--- config.mk ---
export PLATFORM = sky130hd
export DESIGN_NAME = sev_seg_mux_flat
export DESIGN_NICKNAME = d
export VERILOG_FILES = /design/src/rtl/sev_seg_mux_if.sv /design/src/rtl/sev_seg_mux.sv /design/src/flat_wrapper.sv
export SDC_FILE = /design/constraint.sdc
export NUM_CORES = 1
export LEC_CHECK = 0
export BUFFER_PORTS_ARGS = -buffer_cell sky130_fd_sc_hd__buf_2
export CAP_MARGIN = 20
export CORE_ASPECT_RATIO = 0.8
export CORE_MARGIN = 10
export CORE_UTILIZATION = 45
export DETAILED_ROUTE_END_ITERATION = 16
export SLEW_MARGIN = 25
export SYNTH_ARGS = -nofsm -noshare
export SYNTH_HDL_FRONTEND = slang
export SYNTH_SLANG_ARGS = --single-unit
--- constraint.sdc ---
create_clock -name clk -period 4.6 [get_ports clk]
set_input_delay 0.92 -clock clk [delete_from_list [all_inputs] [get_ports clk]]
set_output_delay 0.92 -clock clk [all_outputs]
set_load 0.1 [all_outputs]
--- src/rtl/sev_seg_mux_if.sv ---
// Display-side bundle for sev_seg_mux: digit data in, registered digit select,
// active-low segments and frame marker out.
interface sev_seg_mux_if #(
    parameter int NUM_DIGITS = 2
);
    logic [4*NUM_DIGITS-1:0] digits;
    logic [NUM_DIGITS-1:0]   digit_en;
    logic [NUM_DIGITS-1:0]   digit_sel;
    logic [6:0]              seg;
    logic                    frame_start;

    // master: the multiplexer driving the display; slave: the host supplying digits
    modport master (
        input  digits, digit_en,
        output digit_sel, seg, frame_start
    );
    modport slave (
        output digits, digit_en,
        input  digit_sel, seg, frame_start
    );
endinterface

--- src/rtl/sev_seg_mux.sv ---
// Time-multiplexed 7-segment driver: DISP dwell per digit, optional all-off BLANK gap,
// per-frame input snapshot. Define SEV_SEG_LZB_EN to enable leading-zero blanking.
module sev_seg_mux #(
    parameter int NUM_DIGITS   = 2,
    parameter int REFRESH_DIV  = 2500,
    parameter int BLANK_CYCLES = 16
) (
    input  logic          clk,
    input  logic          reset,
    sev_seg_mux_if.master bus
);
    typedef enum logic {DISP, BLANK} state_e;

    localparam int IDX_W   = (NUM_DIGITS > 1) ? $clog2(NUM_DIGITS) : 1;
    localparam int CNT_MAX = (REFRESH_DIV > BLANK_CYCLES) ? REFRESH_DIV : BLANK_CYCLES;
    localparam int CNT_W   = (CNT_MAX > 1) ? $clog2(CNT_MAX) : 1;
    localparam logic [CNT_W-1:0] DISP_LAST  = CNT_W'(REFRESH_DIV - 1);
    localparam logic [CNT_W-1:0] BLANK_LAST = CNT_W'((BLANK_CYCLES > 0) ? BLANK_CYCLES - 1 : 0);
    localparam logic [IDX_W-1:0] IDX_LAST   = IDX_W'(NUM_DIGITS - 1);
    localparam bit               HAS_BLANK  = (BLANK_CYCLES > 0);

    state_e                  state_q, state_d;
    logic [CNT_W-1:0]        cnt_q, cnt_d;
    logic [IDX_W-1:0]        idx_q, idx_d;
    logic                    run_q, run_d;
    logic [4*NUM_DIGITS-1:0] snap_dig_q, snap_dig_d;
    logic [NUM_DIGITS-1:0]   snap_en_q, snap_en_d;
    logic [NUM_DIGITS-1:0]   sel_q, sel_d;
    logic [6:0]              seg_q, seg_d;
    logic                    fs_q, fs_d;
    logic                    enter_frame;
    logic                    advance;
    logic [NUM_DIGITS-1:0]   eff_en;

    function automatic logic [6:0] decode(input logic [3:0] nib);
        decode = 7'h7F;
        unique case (nib)
            4'h0: decode = 7'h40;
            4'h1: decode = 7'h79;
            4'h2: decode = 7'h24;
            4'h3: decode = 7'h30;
            4'h4: decode = 7'h19;
            4'h5: decode = 7'h12;
            4'h6: decode = 7'h02;
            4'h7: decode = 7'h78;
            4'h8: decode = 7'h00;
            4'h9: decode = 7'h10;
            4'hA: decode = 7'h08;
            4'hB: decode = 7'h03;
            4'hC: decode = 7'h46;
            4'hD: decode = 7'h21;
            4'hE: decode = 7'h06;
            4'hF: decode = 7'h0E;
        endcase
    endfunction

    // run_q low means "pending entry": the first edge out of reset starts frame 0.
    always_comb begin
        // NOTE: every signal gets a default before any branch so no latch is inferred.
        state_d     = state_q;
        cnt_d       = cnt_q;
        idx_d       = idx_q;
        run_d       = 1'b1;
        snap_dig_d  = snap_dig_q;
        snap_en_d   = snap_en_q;
        enter_frame = 1'b0;
        advance     = 1'b0;

        if (!run_q) begin
            state_d     = DISP;
            cnt_d       = '0;
            idx_d       = '0;
            enter_frame = 1'b1;
        end else begin
            unique case (state_q)
                DISP: begin
                    if (cnt_q == DISP_LAST) begin
                        cnt_d = '0;
                        if (HAS_BLANK) state_d = BLANK;
                        else           advance = 1'b1;
                    end else begin
                        cnt_d = cnt_q + 1'b1;
                    end
                end
                BLANK: begin
                    if (cnt_q == BLANK_LAST) begin
                        cnt_d   = '0;
                        state_d = DISP;
                        advance = 1'b1;
                    end else begin
                        cnt_d = cnt_q + 1'b1;
                    end
                end
            endcase
            if (advance) begin
                enter_frame = (idx_q == IDX_LAST);
                idx_d       = (idx_q == IDX_LAST) ? '0 : idx_q + 1'b1;
            end
        end

        if (enter_frame) begin
            snap_dig_d = bus.digits;
            snap_en_d  = bus.digit_en;
        end
    end

`ifdef SEV_SEG_LZB_EN
    // A digit above 0 goes dark when it and every more-significant nibble are zero.
    logic zero_run;
    always_comb begin
        zero_run = 1'b1;
        eff_en   = snap_en_d;
        for (int i = NUM_DIGITS - 1; i >= 1; i--) begin
            zero_run = zero_run & (snap_dig_d[4*i +: 4] == 4'h0);
            if (zero_run) eff_en[i] = 1'b0;
        end
    end
`else
    assign eff_en = snap_en_d;
`endif

    // Outputs are computed from next state so they are valid the cycle state changes.
    always_comb begin
        sel_d = '0;
        seg_d = 7'h7F;
        fs_d  = enter_frame;
        if (state_d == DISP) begin
            for (int i = 0; i < NUM_DIGITS; i++) begin
                if (idx_d == IDX_W'(i) && eff_en[i]) begin
                    sel_d[i] = 1'b1;
                    seg_d    = decode(snap_dig_d[4*i +: 4]);
                end
            end
        end
    end

    always_ff @(posedge clk) begin
        if (reset) begin
            // NOTE: sequential state uses non-blocking assignments so every register samples pre-edge values.
            state_q    <= DISP;
            cnt_q      <= '0;
            idx_q      <= '0;
            run_q      <= 1'b0;
            snap_dig_q <= '0;
            snap_en_q  <= '0;
            sel_q      <= '0;
            seg_q      <= 7'h7F;
            fs_q       <= 1'b0;
        end else begin
            state_q    <= state_d;
            cnt_q      <= cnt_d;
            idx_q      <= idx_d;
            run_q      <= run_d;
            snap_dig_q <= snap_dig_d;
            snap_en_q  <= snap_en_d;
            sel_q      <= sel_d;
            seg_q      <= seg_d;
            fs_q       <= fs_d;
        end
    end

    assign bus.digit_sel   = sel_q;
    assign bus.seg         = seg_q;
    assign bus.frame_start = fs_q;
endmodule

--- src/flat_wrapper.sv ---
// flat-port wrapper written by rule: the top's interface ports become plain ports
module sev_seg_mux_flat 
#(
    parameter int NUM_DIGITS   = 2,
    parameter int REFRESH_DIV  = 2500,
    parameter int BLANK_CYCLES = 16
)
  (clk, reset, bus_digits, bus_digit_en, bus_digit_sel, bus_seg, bus_frame_start);
  sev_seg_mux_if #(.NUM_DIGITS(NUM_DIGITS)) bus_i ();
  input  logic clk;
  input  logic reset;
  input wire logic [$bits(bus_i.digits)-1:0] bus_digits;
  input wire logic [$bits(bus_i.digit_en)-1:0] bus_digit_en;
  output wire logic [$bits(bus_i.digit_sel)-1:0] bus_digit_sel;
  output wire logic [$bits(bus_i.seg)-1:0] bus_seg;
  output wire logic [$bits(bus_i.frame_start)-1:0] bus_frame_start;
  assign bus_i.digits = bus_digits;
  assign bus_i.digit_en = bus_digit_en;
  assign bus_digit_sel = bus_i.digit_sel;
  assign bus_seg = bus_i.seg;
  assign bus_frame_start = bus_i.frame_start;
  sev_seg_mux #(.NUM_DIGITS(NUM_DIGITS), .REFRESH_DIV(REFRESH_DIV), .BLANK_CYCLES(BLANK_CYCLES)) u_core (.clk(clk), .reset(reset), .bus(bus_i));
endmodule
==> impl_metrics.ini <==
[clock_network]
ctsLongestPathBuffers = 2
cts_root_buffer = clkbuf_8
ctsHoldBuffers = 0
post_cts_resize_count = 0
numCtsBuffers = 5
clk_latency_ps = 290
clk_pin_slew_worst_paths_ps = 70
cts_tree = built
h-tree-depth = 2
cts_setup_buffers = 0
clock-sinks = 35

[placed_design]
numPortBuffers = 21
placed_cell_area_um2 = 2160
gp_congestion = 0.864
post-place-ws_ps = 1200
dp_cells = 288
hpwl_um = 3480

[worst_setup_path]
crit_fanout = 8
end_kind = flop
critPathKind = reg -> reg
startpoint = u_core.cnt_q[0]
r2r_start = u_core.cnt_q[0]
arrival_ps = 3640
worstPathRequired_ps = 4780
worst_setup_path_start_kind = flop

[finish]
area_growth_pct = 11.4
diodes = 0
design_area_um2 = 2250
final_nets = 262
fillCellCount = 429
drive_above_1_share = 0.202
fin_util = 0.528
layoutNonFillerInstCount = 295

[yosys]
synthArstFlopShare = 0
synth-edff-count = 0
synthDistinctLibCells = 53
ys_ff_latch = 35
syn_area_um2 = 2020
yosysWarnings = 0
syn_area_per_cell_um2 = 9.42
syn-instance-count = 214
ys_seq_area_frac = 0.347
syn-num-nets = 238
synthFlopType = dfxtp_1

[pwr]
power_density_nw_per_um2 = 305
power_frac_comb = 0.203
fin_total_pwr_uw = 684
p_leak_nw = 0.959
p_sw_frac = 0.302
p_int_uw = 478
irDropWorstVdd_mv = 0.218
seqPwrFrac = 0.472
switchingPower_uw = 206
power_frac_clock = 0.325

[timing]
clock.fmax_ghz = 0.289
finalSetupViolations = 0
finalClockSkew_ps = 7.32
relSlewSlack = 0.420
finalSetupTns_ps = 0
period_share = 0.753
drv_slew = 0
setup_slack_ps = 1140
final-hold-violation-count = 0
rsz0062_at_grt = false
worst_pin_slew_ps = 861
worst_hold_slack_ps = 450
min_period_ps = 3460

[route]
first_pass_iters = 4
vias_per_cell = 5.39
totalWireLength_um = 4540
drt_iter0_markers = 67
drtAntennaViolNets = 0
drc_errors = 0
wl_per_cell_um = 15.4
dr_total_vias = 1591

[floorplanning]
start_util = 0.474
die_y_um = 79.9
fp.dieArea_um2 = 7580
num_io_pins = 22
rows = 21
core_area_um2 = 4260
fp.dieW_um = 94.9

[global_route]
grtUsageTotal = 0.131
grt_pass1_wl_um = 7820
overflow = 0
antenna_found_initial = 0
grt_pass1_vias = 1585
grt_max_degree = 14

[run_status]
status = finished clean

[run]
drv_cap = 0

[hold_path]
min_from = u_core.cnt_q[0]
hp-class = reg -> reg
## flip-flops by register name, indices dropped and copies added, names as in the netlist
signal / count
u_core.bus.seg: 7
u_core.snap_en_q: 2
u_core.cnt_q: 12
u_core.run_q: 1
u_core.idx_q: 1
u_core.bus.digit_sel: 2
u_core.state_q: 1
u_core.snap_dig_q: 8
u_core.bus.frame_start: 1
## final timing paths
check | to | slack, ps | depth (start not counted)
max | u_core.bus.seg[0] | 1140 | 12
min | u_core.cnt_q[0] | 450 | 1
max reg2reg | u_core.bus.seg[0] | 1140 | 12
min reg2reg | u_core.cnt_q[0] | 450 | 1
## power by group through the flow
stage               clock network (mW)  logic, mW  registers (mW)
finish                           0.222      0.139           0.323
global route                     0.246      0.153           0.324
CTS                              0.232      0.139           0.323
detailed placement                   0      0.138           0.329
global placement                     0      0.139           0.329
floorplan                            0     0.0779           0.361
## worst max-delay path: stages (launching register included)
cell	delay [ps]
dfxtp_1	330
ha_1	230
and3_1	190
nand4_1	130
inv_1	60
ha_1	280
nor2b_2	600
mux2i_2	500
inv_1	180
ha_1	260
nor3b_1	200
o21ai_0	170
a21o_1	230
## cell type report
type                    instances  area [µm²]  area share
clock buffers                   6        82.6      0.0368
clock inverters                 1        5.00     0.00223
inverters                      13        48.8      0.0217
multi-input cells             159        1210       0.539
flip-flops and latches         35         701       0.312
well taps                      57        71.3      0.0318
repair buffers                 24         128      0.0568
## cell families (layout without fill, tap and decap cells)
group / count (synthesis) / in the layout / share of synthesized area
AND/OR/NAND/NOR: 73 / 73 / 0.199
multiplexers: 18 / 18 / 0.121
flip-flops: 35 / 35 / 0.347
buffers and inverters: 20 / 44 / 0.0527
adder cells (fa/ha/maj): 12 / 12 / 0.0744
XOR/XNOR: 12 / 12 / 0.0521
AO/OA/AOI/OAI: 44 / 44 / 0.153
## per-layer routing
layer / global-route usage / part of all wire / up-vias / wire, µm
met5: 0 / 0 / - / 0
met4: 0.0522 / 0.018 / 0 / 83
met3: 0.0395 / 0.077 / 10 / 350
met2: 0.177 / 0.38 / 45 / 1740
met1: 0.185 / 0.52 / 732 / 2370
li1: - / - / 804 / -
## synth_stat cells, drive strengths merged (2+ instances only)
cell type / n / area (µm²)
nand3: 2 / 10.0
inv: 12 / 45.0
nor3b: 2 / 15.0
buf: 6 / 53.8
o221ai: 4 / 35.0
nor2: 25 / 93.8
a31oi: 3 / 18.8
dfxtp: 35 / 701
and3: 8 / 50.1
nor3: 2 / 10.0
o211ai: 3 / 22.5
ha: 12 / 150
a21oi: 8 / 40.0
mux2i: 16 / 218
a211o: 2 / 17.5
nor2b: 2 / 15.0
o21ai: 10 / 53.8
nand2: 13 / 48.8
or3: 2 / 12.5
xor2: 4 / 35.0
nand4bb: 2 / 32.5
nand2b: 5 / 31.3
a21o: 5 / 37.5
mux2: 2 / 26.3
o211a: 2 / 20.0
xnor2: 8 / 70.1
nand4: 2 / 12.5
## cell usage in the layout (no fill, tap or decap), types with 3 or more instances in the layout
cell type	count
nand2b_1	5
a31oi_1	3
nand2_1	13
dfxtp_1	35
o21ai_0	6
o211ai_1	3
ha_1	12
o21ai_1	3
mux2i_4	4
buf_4	3
xnor2_1	8
xor2_1	4
o221ai_1	4
buf_2	21
and3_1	8
clkbuf_8	6
mux2i_1	10
a21o_1	5
inv_1	12
a21oi_1	8
nor2_1	25
No activity file was read; power rests on OpenSTA's default activity.
